--- src/rtl/matmul_pkg.sv ---
// Shared types and helpers for the NxN matrix-multiply engine.
package matmul_pkg;

  typedef enum logic [1:0] {
    IDLE,
    CALC,
    DONE
  } state_e;

  localparam logic WR_SEL_A = 1'b0;
  localparam logic WR_SEL_B = 1'b1;

  function automatic int unsigned idx(input int unsigned row, input int unsigned col,
                                      input int unsigned n);
    return row * n + col;
  endfunction

endpackage

--- src/rtl/matmul_nxn_if.sv ---
// Host-side bus of the matrix-multiply engine: operand writes, start/status and C read port.
interface matmul_nxn_if #(
  parameter int unsigned N = 3,
  parameter int unsigned W = 32
);
  localparam int unsigned AW = $clog2(N * N);

  logic          wr_en;
  logic          wr_sel;
  logic [AW-1:0] wr_addr;
  logic [W-1:0]  wr_data;
  logic          start;
  logic          acc_mode;
  logic          busy;
  logic          done;
  logic [AW-1:0] rd_addr;
  logic [W-1:0]  rd_data;

  modport master (
    output wr_en, wr_sel, wr_addr, wr_data, start, acc_mode, rd_addr,
    input  busy, done, rd_data
  );

  modport slave (
    input  wr_en, wr_sel, wr_addr, wr_data, start, acc_mode, rd_addr,
    output busy, done, rd_data
  );

endinterface

--- src/rtl/matmul_idx_ctr.sv ---
// Nested i/j/k loop counter (k fastest) with wrap-around to zero after the last triple.
module matmul_idx_ctr #(
  parameter int unsigned N = 3
) (
  input  logic                 clk,
  input  logic                 rst,
  input  logic                 en_i,
  input  logic                 clr_i,
  output logic [$clog2(N)-1:0] i_o,
  output logic [$clog2(N)-1:0] j_o,
  output logic [$clog2(N)-1:0] k_o,
  output logic                 k_last_o,
  output logic                 last_o
);
  localparam int unsigned CW = $clog2(N);
  localparam logic [CW-1:0] Max = CW'(N - 1);

  logic [CW-1:0] i_q, j_q, k_q;

  always_ff @(posedge clk) begin
    if (rst || clr_i) begin
      i_q <= '0;
      j_q <= '0;
      k_q <= '0;
    end else if (en_i) begin
      if (k_q == Max) begin
        k_q <= '0;
        if (j_q == Max) begin
          j_q <= '0;
          i_q <= (i_q == Max) ? '0 : i_q + CW'(1);
        end else begin
          j_q <= j_q + CW'(1);
        end
      end else begin
        k_q <= k_q + CW'(1);
      end
    end
  end

  assign i_o      = i_q;
  assign j_o      = j_q;
  assign k_o      = k_q;
  assign k_last_o = (k_q == Max);
  assign last_o   = (i_q == Max) && (j_q == Max) && (k_q == Max);

endmodule

--- src/rtl/matmul_nxn.sv ---
// Sequential NxN integer matrix multiply, C = A*B or C += A*B, one MAC per clock.
module matmul_nxn
  import matmul_pkg::*;
#(
  parameter int unsigned N = 3,
  parameter int unsigned W = 32
) (
  input  logic         clk,
  input  logic         rst,
  matmul_nxn_if.slave  bus
);
  localparam int unsigned AW = $clog2(N * N);
  localparam int unsigned NE = N * N;
  localparam int unsigned CW = $clog2(N);

  state_e        state_q, state_d;
  logic          mode_q;
  logic [W-1:0]  acc_q;
  logic [W-1:0]  rd_data_q;
  logic [W-1:0]  a_q [NE];
  logic [W-1:0]  b_q [NE];
  logic [W-1:0]  c_q [NE];

  logic [CW-1:0] i, j, k;
  logic          k_last, last;
  logic [AW-1:0] a_idx, b_idx, c_idx;
  logic [W-1:0]  base, prod, mac;
  logic          wr_ok, rd_ok, calc;

  assign calc = (state_q == CALC);

  matmul_idx_ctr #(.N(N)) u_ctr (
    .clk      (clk),
    .rst      (rst),
    .en_i     (calc),
    .clr_i    (!calc),
    .i_o      (i),
    .j_o      (j),
    .k_o      (k),
    .k_last_o (k_last),
    .last_o   (last)
  );

  always_comb begin
    state_d = state_q;
    unique case (state_q)
      IDLE:    if (bus.start) state_d = CALC;
      CALC:    if (last) state_d = DONE;
      DONE:    state_d = IDLE;
      default: state_d = IDLE;
    endcase
  end

  assign a_idx = AW'(idx(32'(i), 32'(k), N));
  assign b_idx = AW'(idx(32'(k), 32'(j), N));
  assign c_idx = AW'(idx(32'(i), 32'(j), N));

  // First term of each dot product seeds from C (accumulate) or zero.
  always_comb begin
    base = acc_q;
    if (k == '0) base = mode_q ? c_q[c_idx] : '0;
    prod = a_q[a_idx] * b_q[b_idx];
    mac  = base + prod;
  end

  assign wr_ok = bus.wr_en && (state_q == IDLE) && (32'(bus.wr_addr) < NE);
  assign rd_ok = (32'(bus.rd_addr) < NE);

  always_ff @(posedge clk) begin
    if (rst) begin
      state_q   <= IDLE;
      mode_q    <= 1'b0;
      acc_q     <= '0;
      rd_data_q <= '0;
      for (int e = 0; e < int'(NE); e++) begin
        a_q[e] <= '0;
        b_q[e] <= '0;
        c_q[e] <= '0;
      end
    end else begin
      state_q <= state_d;
      if ((state_q == IDLE) && bus.start) mode_q <= bus.acc_mode;
      if (wr_ok) begin
        if (bus.wr_sel == WR_SEL_B) b_q[bus.wr_addr] <= bus.wr_data;
        else                        a_q[bus.wr_addr] <= bus.wr_data;
      end
      if (calc) begin
        if (k_last) begin
          c_q[c_idx] <= mac;
          acc_q      <= '0;
        end else begin
          acc_q <= mac;
        end
      end
      rd_data_q <= rd_ok ? c_q[bus.rd_addr] : '0;
    end
  end

  assign bus.busy    = calc;
  assign bus.done    = (state_q == DONE);
  assign bus.rd_data = rd_data_q;

endmodule
--- src/flat_wrapper.sv ---
// flat-port wrapper written by rule: the top's interface ports become plain ports
module matmul_nxn_flat import matmul_pkg::*;
#(
  parameter int unsigned N = 3,
  parameter int unsigned W = 32
)
  (clk, rst, bus_wr_en, bus_wr_sel, bus_wr_addr, bus_wr_data, bus_start, bus_acc_mode, bus_rd_addr, bus_busy, bus_done, bus_rd_data);
  matmul_nxn_if #(.N(N), .W(W)) bus_i ();
  input  logic clk;
  input  logic rst;
  input wire logic [$bits(bus_i.wr_en)-1:0] bus_wr_en;
  input wire logic [$bits(bus_i.wr_sel)-1:0] bus_wr_sel;
  input wire logic [$bits(bus_i.wr_addr)-1:0] bus_wr_addr;
  input wire logic [$bits(bus_i.wr_data)-1:0] bus_wr_data;
  input wire logic [$bits(bus_i.start)-1:0] bus_start;
  input wire logic [$bits(bus_i.acc_mode)-1:0] bus_acc_mode;
  input wire logic [$bits(bus_i.rd_addr)-1:0] bus_rd_addr;
  output wire logic [$bits(bus_i.busy)-1:0] bus_busy;
  output wire logic [$bits(bus_i.done)-1:0] bus_done;
  output wire logic [$bits(bus_i.rd_data)-1:0] bus_rd_data;
  assign bus_i.wr_en = bus_wr_en;
  assign bus_i.wr_sel = bus_wr_sel;
  assign bus_i.wr_addr = bus_wr_addr;
  assign bus_i.wr_data = bus_wr_data;
  assign bus_i.start = bus_start;
  assign bus_i.acc_mode = bus_acc_mode;
  assign bus_i.rd_addr = bus_rd_addr;
  assign bus_busy = bus_i.busy;
  assign bus_done = bus_i.done;
  assign bus_rd_data = bus_i.rd_data;
  matmul_nxn #(.N(N), .W(W)) u_core (.clk(clk), .rst(rst), .bus(bus_i));
endmodule
--- config.mk ---
export PLATFORM = sky130hd
export DESIGN_NAME = matmul_nxn_flat
export DESIGN_NICKNAME = d
export VERILOG_FILES = /design/src/rtl/matmul_pkg.sv /design/src/rtl/matmul_nxn_if.sv /design/src/rtl/matmul_idx_ctr.sv /design/src/rtl/matmul_nxn.sv /design/src/flat_wrapper.sv
export SDC_FILE = /design/constraint.sdc
export NUM_CORES = 2
export LEC_CHECK = 0
export ABC_AREA = 1
export CAP_MARGIN = 20
export CORE_MARGIN = 2
export CORE_UTILIZATION = 40
export DETAILED_ROUTE_END_ITERATION = 8
export GPL_ROUTABILITY_DRIVEN = 0
export SYNTH_ARGS = -nofsm -noshare
export SYNTH_HDL_FRONTEND = slang
export SYNTH_HIERARCHICAL = 1
export SYNTH_SLANG_ARGS = --single-unit
--- constraint.sdc ---
create_clock -name clk -period 20.2 [get_ports clk]
set_input_delay 4.04 -clock clk [delete_from_list [all_inputs] [get_ports clk]]
set_output_delay 4.04 -clock clk [all_outputs]
set_load 0.02 [all_outputs]
Yosys cells after proc, flatten, opt, wreduce, memory -nomap -nowiden
Memories as Yosys holds them, arrays and structs flattened. A register that Yosys moved wholly into a read port is not among the register bits.
Index checks and enable logic that the tools add are counted.
Widths: inputs -> output; s select.
{"block": "totals", "regBits": 41, "ramBits": 864, "input_bits": 46, "output_inout_bits": 34, "n_memories": 3}
{"name": "u_core.a_q", "words": 9, "word_bits": 32, "rd": 1, "rd_clocked_by_memory_dff": 0, "write_ports": 9, "line": "matmul_nxn.sv:20", "source": "logic [W-1:0] a_q [NE];"}
{"name": "u_core.b_q", "words": 9, "word_bits": 32, "rd": 1, "rd_clocked_by_memory_dff": 0, "write_ports": 9, "line": "matmul_nxn.sv:21", "source": "logic [W-1:0] b_q [NE];"}
{"name": "u_core.c_q", "words": 9, "word_bits": 32, "rd": 2, "rd_clocked_by_memory_dff": 1, "write_ports": 9, "line": "matmul_nxn.sv:22", "source": "logic [W-1:0] c_q [NE];"}
{"block": "op_classes", "n_addsub": 7, "multipliers": 3, "order_cmp": 2, "n_eq_ne": 7, "muxes": 32, "bitwise": 1, "n_reduce_logical": 16}
{"cell": "$mux 32", "n": 6}
{"cell": "$reduce_or 32->1", "n": 3}
{"cell": "$add 32x32->32", "n": 1}
{"cell": "$mul 32x32->32", "n": 1}
{"cell": "$mux 1", "n": 17}
{"cell": "$add 4x2->4", "n": 3}
{"cell": "$mux 4", "n": 3}
{"cell": "$mux 2", "n": 5}
{"cell": "$eq 2x2->1 const B", "n": 4}
{"cell": "$lt 4x4->1 const B", "n": 2}
{"cell": "$mul 2x2->4 const B", "n": 2}
{"cell": "$add 2x1->2 const B", "n": 3}
{"cell": "$logic_and 1x1->1", "n": 5}
{"cell": "$logic_not 2->1", "n": 2}
{"cell": "$pmux 2 s2", "n": 1}
{"cell": "$reduce_and 2->1", "n": 2}
{"cell": "$reduce_and 3->1", "n": 1}
{"cell": "$eq 2x1->1 const B", "n": 1}
{"cell": "$ne 2x1->1 const B", "n": 1}
{"cell": "$ne 2x2->1 const B", "n": 1}
{"cell": "$reduce_or 2->1", "n": 1}
{"cell": "$logic_not 1->1", "n": 1}
{"cell": "$logic_or 1x1->1", "n": 1}
{"cell": "$not 1->1", "n": 1}

Longest topological paths before layout
{"block": "logic_depth", "word_depth": 8, "mapped_depth": 47}

Modules after synthesis
Netlist, hierarchy kept.
{"mod": "matmul_nxn", "instances": 1, "cells_each": 8254, "area_per_inst_um2": 84825.1, "seq_area_each_um2": 47465.5}
{"mod": "matmul_idx_ctr", "instances": 1, "cells_each": 38, "area_per_inst_um2": 282.8, "seq_area_each_um2": 120.1}

Worst setup path after synthesis
No wires, ideal clock.
{"block": "synth_timing", "path_kind": "reg-to-reg", "from": "reg u_core.u_ctr.k_q[1] (netlist: u_core/u_ctr/k_o[1])", "to": "mem u_core.c_q[0][29] (data pin)", "t_arrival_ns": 9.255, "t_required_ns": 20.054, "slack_ns": 10.799, "path_stages_with_launch": 40, "path_buffers": 3, "synth_period_minus_slack_ns": 9.401, "path_cell_list": "dfxtp_1 -> inv_1 -> fa_1 -> inv_1 -> ha_1 -> fa_1 -> buf_2 -> buf_1 -> nand3_1 -> nand3_1 -> nand2_1 -> clkinv_1 -> clkbuf_1 -> nand2_1 -> fa_1 -> inv_1 -> fa_1 -> fa_1 -> (+4 left out) -> inv_1 -> fa_1 -> inv_1 -> fa_1 -> inv_1 -> fa_1 -> inv_1 -> ha_1 -> nand2_1 -> nor4_1 -> nand3_1 -> nand3_1 -> a21oi_1 -> inv_1 -> a21oi_1 -> xnor2_1 -> clkinv_1 -> nor2_1"}
{"item": "start, declared", "line": "matmul_idx_ctr.sv:18", "source": "logic [CW-1:0] i_q, j_q, k_q;"}
{"item": "start signal, assigned", "line": "matmul_idx_ctr.sv:35", "source": "k_q <= k_q + CW'(1);"}
{"item": "end, declared", "line": "matmul_nxn.sv:22"}

==> results.cfg <==
[clock_tree]
cts_buffers = 172
total_number_of_h_tree_levels = 4
ctsLongestPathBuffers = 3
cts.clk_slew.worst_paths_ps = 60
worstSkewPairLatency_ps = 850
cts_hold_repair.buffers = 0
clock-sinks = 1609
tritoncts_clock_tree = yes
cts-root-buf = sky130_fd_sc_hd__clkbuf_16
cts_post_setup_buffers_inserted = 0
post_cts_resize_count = 0

[logic_synthesis]
yosysMostFrequentCell = sky130_fd_sc_hd__nand2_1
synth_top_family_by_area = simple AND/OR/NAND/NOR gates
synth_seq_cells = 1609
synthDominantCellAreaShare_pct = 54.2
syn_inst = 8292
synth-main-ff-cell = sky130_fd_sc_hd__edfxtp_1
ys_warn_count = 6
seq_area_frac_synth_pct = 55.9
synth_area_per_cell_um2 = 10.3
synth_compound_area_share_pct = 5.38
synth.cells.most_frequent = 1,628 x sky130_fd_sc_hd__nand2_1, 1,536 x sky130_fd_sc_hd__edfxtp_1, 1,344 x sky130_fd_sc_hd__nor2_1
postSynth.asyncResetShare_pct = 0
synth_top_cells_by_area = sky130_fd_sc_hd__edfxtp_1 54%, sky130_fd_sc_hd__fa_1 10%, sky130_fd_sc_hd__nand2_1 7.2%
synth_area_leader_cell = sky130_fd_sc_hd__edfxtp_1
synth_fa_ha_area_share_pct = 12.4
ys_types = 61
yosys.area_share.simple_pct = 19.6
yosys.area_share.xor_xnor_pct = 0.488
synth_area_mm2 = 0.0851
yosys-mux-area-fraction_pct = 0
synth_edf_count = 1536

[floorplanning]
chipWidth_um = 465
io-pin-count = 80
initial_core_utilization_pct = 40.2
die_height_um = 465
total_die_area_mm2 = 0.216
core.rowCount = 169
design.core.area_mm2 = 0.212

[grt]
grt-ovfl-total = 0
global_route.usage.total_pct = 24.7
grt_pass1_wl_mm = 400
via_count_of_the_first_global_routing_pass = 62700
antenna_found_initial = 2
grt_max_degree = 149

[setup_path]
timing.critical_path.required_ps = 20820
worst_ep_arrival_time_ps = 13190
worst_setup_path_start_kind = flip-flop
crit_buf_inv = 14
timing.critical_path.max_delay_family = adder cells
timing.critical_path.slowest_stage_cell = sky130_fd_sc_hd__fa_4
timing_worst_setup_path_type = reg2reg
critical_path_s_largest_stage_delay_ps = 1190
startpoint = u_core/u_ctr/k_o[0]
crit_path_end_kind = flip-flop
worstReg2RegStart = u_core/u_ctr/k_o[0]
worstPathMaxFanout = 37
crit_path_frequent_cell = sky130_fd_sc_hd__inv_1

[placement]
dp_hpwl_mm = 167
io_buffers = 79

[timing]
worst_pin_slew_ps = 1230
slew_headroom_pct = 16.0
final_min_period_over_clock_period_pct = 62.2
max_freq_ghz = 0.0796
setup-tns-final_ps = 0
hold-worst-slack_ps = 466
final.setup_skew_ps = 76.4
hold_viol_final = 0
finalCriticalPeriod_ps = 12560
report.final.slew_viol_count = 0
rsz0062_at_grt = false
finalSetupViolCount = 0

[final_layout]
layout-area-overhead-vs-synth_pct = 12.7
finalNetCount = 9255
drive_gt1_share_pct = 6.38
fillerInstances = 20000

[detailed_routing]
route.detailed.drc = 0
firstDrtPassIters = 6
drt-vias-per-instance = 5.49
average_routed_wire_per_standard_cell_um = 23.3
via_count = 63700
postRouteAntennaNets = 0
detailedRoute.firstIterationViolations = 7538
routed_wl_mm = 270

[power]
vdd.ir_drop.worst_mv = 0.676
power.total_mw = 16.0
power-per-cell-area_mw_per_mm2 = 167
static-leakage-power_nw = 38.4

[flow_run]
max-cap-violations = 0

[worst_hold_path]
hold_class = reg2reg
holdCritStartpoint = u_core/acc_q[10]

[run_status]
status = finished, final reports clean
==> placed cells by master, fill, tap and decap left out, types with 14 or more instances in the layout <==
cell,instances
sky130_fd_sc_hd__xnor2_1,20
sky130_fd_sc_hd__buf_4,144
sky130_fd_sc_hd__clkbuf_1,38
sky130_fd_sc_hd__o221a_2,26
sky130_fd_sc_hd__clkinv_1,87
sky130_fd_sc_hd__nand3_1,986
sky130_fd_sc_hd__clkbuf_16,173
sky130_fd_sc_hd__bufinv_16,14
sky130_fd_sc_hd__nor2_2,22
sky130_fd_sc_hd__xor2_1,20
sky130_fd_sc_hd__a32oi_1,17
sky130_fd_sc_hd__o22ai_1,276
sky130_fd_sc_hd__conb_1,448
sky130_fd_sc_hd__nor3_1,15
sky130_fd_sc_hd__nand2_1,1607
sky130_fd_sc_hd__ha_1,130
sky130_fd_sc_hd__inv_1,658
sky130_fd_sc_hd__edfxtp_1,1536
sky130_fd_sc_hd__clkdlybuf4s50_1,75
sky130_fd_sc_hd__a21oi_1,124
sky130_fd_sc_hd__inv_2,17
sky130_fd_sc_hd__fa_1,440
sky130_fd_sc_hd__nor2_1,1332
sky130_fd_sc_hd__nand2_2,39
sky130_fd_sc_hd__a2111oi_0,29
sky130_fd_sc_hd__dfxtp_1,73
sky130_fd_sc_hd__clkinv_2,31
sky130_fd_sc_hd__o21ai_0,227
==> stage by stage <==
stage | instance area, um2 | instances | utilization [%] | setup slack (ps)
6_report | 95900 | 11600 | 45.3 | 7640
5_1_grt | 95900 | 11600 | 45.3 | 6980
4_1_cts | 95800 | 11600 | 45.2 | 7610
3_5_place_dp | 90100 | 11300 | 42.5 | 7680
3_3_place_gp | 89900 | 11300 | 42.4 | 7910
2_1_floorplan | 86800 | 8739 | - | 10800
==> power by group <==
| group | internal, mW | total, mW | switching (mW) | leakage, nW |
|---|---|---|---|---|
| Combinational | 2.03 | 7.83 | 5.80 | 19.7 |
| Clock | 1.80 | 3.16 | 1.35 | 2.75 |
| Sequential | 4.96 | 5.01 | 0.0464 | 16.0 |
| Total | 8.80 | 16.0 | 7.20 | 38.4 |
==> logic make-up (layout without fill, tap and decap cells) <==
group / after synthesis / count (layout)
XOR/XNOR: 44 / 44
adder cells (fa/ha/maj): 575 / 575
flip-flops: 1609 / 1609
AO/OA/AOI/OAI: 751 / 751
buffers and inverters: 1258 / 1296
AND/OR/NAND/NOR: 4054 / 4054
other: 1 / 452
==> sequential cells by signal (all words and copies together), names as in the netlist, 32 cells and up <==
name and count:
u_core/a_q 512, u_core/acc_q 32, u_core/b_q 512, u_core/bus.rd_data 32, u_core/c_q 512
==> layout make-up <==
type                    instances  area [um2]  area share, %
diodes                          4        10.0         0.0104
clock inverters                96        1040           1.08
inverters                     740        2810           2.93
well taps                    2821        3530           3.68
clock buffers                 221        4610           4.81
flip-flops and latches       1609       47600           49.6
repair buffers                239        2220           2.31
multi-input cells            5872       34100           35.6
==> metal layers <==
metal,track usage (%),vias to the layer above,share of wire [%]
met5,0,-,0.0048
met4,9.38,2,4.1
met3,4.29,567,10
met2,40.4,3397,47
met1,32.7,31700,39
li1,-,28100,-
==> path summary, 6_finish.rpt <==
kind | end | slack, ps | cells past startpoint
setup / recovery | u_core/c_q[3][29] | 7640 | 38
hold / removal | u_core/acc_q[10] | 470 | 2
setup reg to reg | u_core/c_q[3][29] | 7640 | 38
hold reg to reg | u_core/acc_q[10] | 470 | 2
==> worst reg2reg max path: cells and delay by family (launching register included) <==
family                     cells  cell delay [ps]
adders and majority gates     12             6110
buffers and inverters         14             2950
and+or+nand+nor                9             1800
xor gates and xnor gates       1              730
DFF                            1              560
AOI/OAI and AO/OA              2              190
No activity file was read; power rests on OpenSTA's default activity.
